### config.mk
export PLATFORM = sky130hd
export DESIGN_NAME = pc_branch_unit
export DESIGN_NICKNAME = d
export VERILOG_FILES = /design/src/rtl/slc3_pkg.sv /design/src/rtl/cc_gen.sv /design/src/rtl/pc_branch_unit.sv
export SDC_FILE = /design/constraint.sdc
export NUM_CORES = 1
export LEC_CHECK = 0
export ABC_AREA = 1
export ABC_CLOCK_PERIOD_IN_PS = 2000
export BUFFER_PORTS_ARGS = -buffer_cell sky130_fd_sc_hd__buf_2
export CORE_MARGIN = 5
export CORE_UTILIZATION = 45
export DETAILED_ROUTE_END_ITERATION = 12
export PLACE_DENSITY = 0.8
export SYNTH_ARGS = -nofsm -noshare
export SYNTH_HDL_FRONTEND = slang
export SYNTH_SLANG_ARGS = --single-unit
### constraint.sdc
create_clock -name Clk -period 2 [get_ports Clk]
set_input_delay 0.4 -clock Clk [delete_from_list [all_inputs] [get_ports Clk]]
set_output_delay 0.4 -clock Clk [all_outputs]
set_load 0.05 [all_outputs]
### src/rtl/slc3_pkg.sv
// Shared SLC3 datapath definitions: PC source encodings, condition-code
// bit positions and default reset values.
package slc3_pkg;

    typedef enum logic [1:0] {
        PCMUX_INC  = 2'b00,
        PCMUX_BUS  = 2'b01,
        PCMUX_ADDR = 2'b10,
        PCMUX_RSVD = 2'b11
    } pcmux_e;

    // Bit positions inside the {N,Z,P} condition-code vector
    localparam int NZP_N = 2;
    localparam int NZP_Z = 1;
    localparam int NZP_P = 0;

    localparam logic [15:0] DEFAULT_RESET_PC  = 16'h0000;
    localparam logic [2:0]  DEFAULT_RESET_NZP = 3'b010;

endpackage

### src/rtl/cc_gen.sv
// Condition-code encoder: classifies a 16-bit two's-complement value as
// negative, zero or positive. Exactly one output bit is set.
module cc_gen
    import slc3_pkg::*;
(
    input  logic [15:0] bus,
    output logic [2:0]  nzp
);

    logic is_zero;

    assign is_zero = (bus == 16'h0000);

    // One-hot sign classification of the bus value
    always_comb begin
        nzp        = 3'b000;
        nzp[NZP_N] = bus[15];
        nzp[NZP_Z] = is_zero;
        nzp[NZP_P] = !bus[15] && !is_zero;
    end

endmodule

### src/rtl/pc_branch_unit.sv
// Program counter, NZP condition codes and branch-enable flag for the SLC3
// datapath. Load strobes come from the control FSM; each register acts
// independently on its own strobe.
module pc_branch_unit
    import slc3_pkg::*;
#(
    parameter logic [15:0] RESET_PC  = DEFAULT_RESET_PC,
    parameter logic [2:0]  RESET_NZP = DEFAULT_RESET_NZP
) (
    input  logic        Clk,
    input  logic        Reset,
    input  logic        LD_PC,
    input  logic [1:0]  PCMUX,
    input  logic        LD_CC,
    input  logic        LD_BEN,
    input  logic [15:0] BUS,
    input  logic [15:0] offset,
    input  logic [15:0] IR,
    output logic [15:0] PC,
    output logic [15:0] PC_next,
    output logic [2:0]  NZP,
    output logic        BEN
);

    logic [2:0] nzp_bus;
    logic       ben_next;

    cc_gen u_cc_gen (
        .bus (BUS),
        .nzp (nzp_bus)
    );

    // PC source select; the reserved encoding feeds PC back so a load holds
    always_comb begin
        PC_next = PC;
        case (pcmux_e'(PCMUX))
            PCMUX_INC:  PC_next = PC + 16'd1;
            PCMUX_BUS:  PC_next = BUS;
            PCMUX_ADDR: PC_next = offset;
            default:    PC_next = PC;
        endcase
    end

    // Branch condition evaluated against the codes held before this edge
    assign ben_next = (IR[11] & NZP[NZP_N])
                    | (IR[10] & NZP[NZP_Z])
                    | (IR[9]  & NZP[NZP_P]);

    // PC register
    always_ff @(posedge Clk or posedge Reset) begin
        if (Reset) begin
            PC <= RESET_PC;
        end else if (LD_PC) begin
            PC <= PC_next;
        end
    end

    // Condition-code register
    always_ff @(posedge Clk or posedge Reset) begin
        if (Reset) begin
            NZP <= RESET_NZP;
        end else if (LD_CC) begin
            NZP <= nzp_bus;
        end
    end

    // Branch-enable register
    always_ff @(posedge Clk or posedge Reset) begin
        if (Reset) begin
            BEN <= 1'b0;
        end else if (LD_BEN) begin
            BEN <= ben_next;
        end
    end

endmodule

==> qor.yml <==
violations: "setup timing"
seq_area_um2: 517
yosysWarnings: 0
cts_tree: "built"
placed_area_um2: 2180
power_density_nw_per_um2: 716
report.final.slew_viol_count: 0
reg2reg_slack_ps: 430
nets: 411
maxCapViolations: 0
grt_use_total: 0.221
crit_type: "reg -> out"
cellLeakagePower_nw: 1.24
place_congestion: 0.901
fin_area_um2: 2390
cp-start-kind: "register"
relSlewSlack: 0.759
hpwl_um: 4350
wl_um: 5820
skew_ps: 11.2
clk_pin_slew_ps: 90
report.final.hold_viol_count: 0
crit_fanout: 4
clock-sinks: 20
worst_skew_pair.late_latency_ps: 270
overflow: 0
antenna_found_initial: 0
grt_pass1_vias: 1990
syn_nets: 326
fillCellCount: 325
layout_common_cells: "nand2_1, buf_2, nand3_1, inv_1, buf_4"
ys_seq_area_frac: 0.298
rsz0062_at_grt: "true"
htreeDepth: 1
cts_made_buffers: 3
fmax_mhz: 481
via_per_inst: 5.42
vias: 2177
fin_util: 0.658
vdd_drop_max_mv: 0.463
finalSetupViolCount: 8
min-delay-path-class: "in -> async"
fin_crit_sh: 1.04
regToRegStartpoint: "PC[1]$_DFFE_PP0P_"
finalCriticalPeriod_ps: 2080
drc: 0
grt_pass1_wl_um: 9130
cp-end-kind: "output port"
die-area_um2: 5060
layout_commonest_cell: "nand2_1"
multi_input_comb_area_um2: 1070
synthToLayoutAreaGrowth_pct: 42.1
status: "finished, violations left"
required_ps: 1600
worst_slack_ps: -79.8
arrival_ps: 1680
drive_gt1_frac: 0.381
rows: 22
crit_path_end: "PC_next[8]"
synthDistinctLibCells: 29
portBuffers: 77
p_total_mw: 1.71
whs_ps: 137
start_util: 0.463
ys_seq_elements: 20
initialDrtViolationCount: 177
grt_max_degree: 23
wl_per_cell_um: 14.5
worstMarginPinSlew_ps: 359
coreArea_um2: 3630
die_w_um: 71.1
antennaDiodeCount: 0
netlist_area_um2: 1680
clockBufferDepth: 2
die_y_um: 71.1
ant_nets: 0
crit_start: "PC[1]$_DFFE_PP0P_"
cts_root_buffer: "clkbuf_8"
dp_slack_ps: 95.1
ios: 91
avgSynthCellArea_um2: 6.23
drtPass1Iterations: 5
synth_cells: 270
r2r_cells: 8
r2r-end: "PC[4]$_DFFE_PP0P_"
kinds of logic after synthesis:
group	Yosys count	synth area share
flops	20	0.298
simple gates	175	0.490
buf+inv	44	0.106
fa+ha+maj	1	0.00744
compound gates	30	0.0975
routing by layer:
layer  track usage  vias to the layer above  share of wire
met5             0                        -              0
met4        0.0668                        0          0.022
met3        0.0369                       15          0.066
met2         0.377                       92           0.51
met1         0.285                     1011           0.40
li1              -                     1059              -
worst min path at each step:
stage                     depth (start not counted)  startpoint  slack, ps                  to
after global placement                            3       Reset        440  PC[14]$_DFFE_PP0P_
after CTS                                         3       Reset        150  NZP[0]$_DFFE_PP0P_
after floorplan                                   1       Reset        360     BEN$_DFFE_PP0P_
after global routing                              3       Reset        190  NZP[0]$_DFFE_PP0P_
final                                             3       Reset        140  NZP[0]$_DFFE_PP0P_
after detailed placement                          3       Reset        440  PC[14]$_DFFE_PP0P_
what timing repair did:
item | CTS | global route
setup buffers | 2 | 1
pin swaps | 4 | 10
setup endpoints to repair | 12 | 14
hold buffers | 0 | 0
gates resized for setup | 26 | 17
synth_stat cells (all sizes together):
cell	count	area, um2
a32oi	1	8.76
clkinv	1	3.75
nor2	19	93.8
o21ai	23	115
ha	1	12.5
nor4	4	25.0
inv	35	131
a41oi	1	8.76
o21bai	1	7.51
nand3	46	245
nand3b	5	41.3
clkbuf	1	3.75
a21oi	3	15.0
buf	7	40.0
or2	1	6.26
dfstp	1	26.3
dfrtp	19	475
nand4	7	43.8
nand2	93	369
o2111ai	1	8.76
power by group:
| part | internal [mW] | switching (mW) | total, mW | leakage [nW] |
|---|---|---|---|---|
| clock network | 0.176 | 0.151 | 0.326 | 0.0288 |
| logic | 0.248 | 0.589 | 0.837 | 0.977 |
| registers | 0.462 | 0.0863 | 0.548 | 0.233 |
| total | 0.885 | 0.826 | 1.71 | 1.24 |
critical path, stage by stage, from the launching register on:
cell and delay, ps:
dfrtp_2 460, ha_4 190, nand3_4 110, inv_4 50
nand2_4 70, inv_1 60, nand2_1 50, nand3_1 70
nand3b_1 160, buf_6 180
registers in the layout, indices dropped and copies added (netlist names):
name / cells
BEN: 1
NZP: 3
PC: 16
layout make-up:
| type | instances | area share |
|---|---|---|
| timing repair buffer | 88 | 0.228 |
| sequential | 20 | 0.216 |
| inverter | 36 | 0.0576 |
| clock buffer | 4 | 0.0230 |
| tap | 48 | 0.0251 |
| multi-input combinational | 206 | 0.450 |
per-stage QoR:
stage | instances | TNS, ps
floorplan | 270 | 0
global placement | 395 | 0
detailed placement | 395 | 0
CTS | 401 | -75.7
global route | 402 | -1360
finish | 402 | -331
Power figures use the tool's default switching activity.
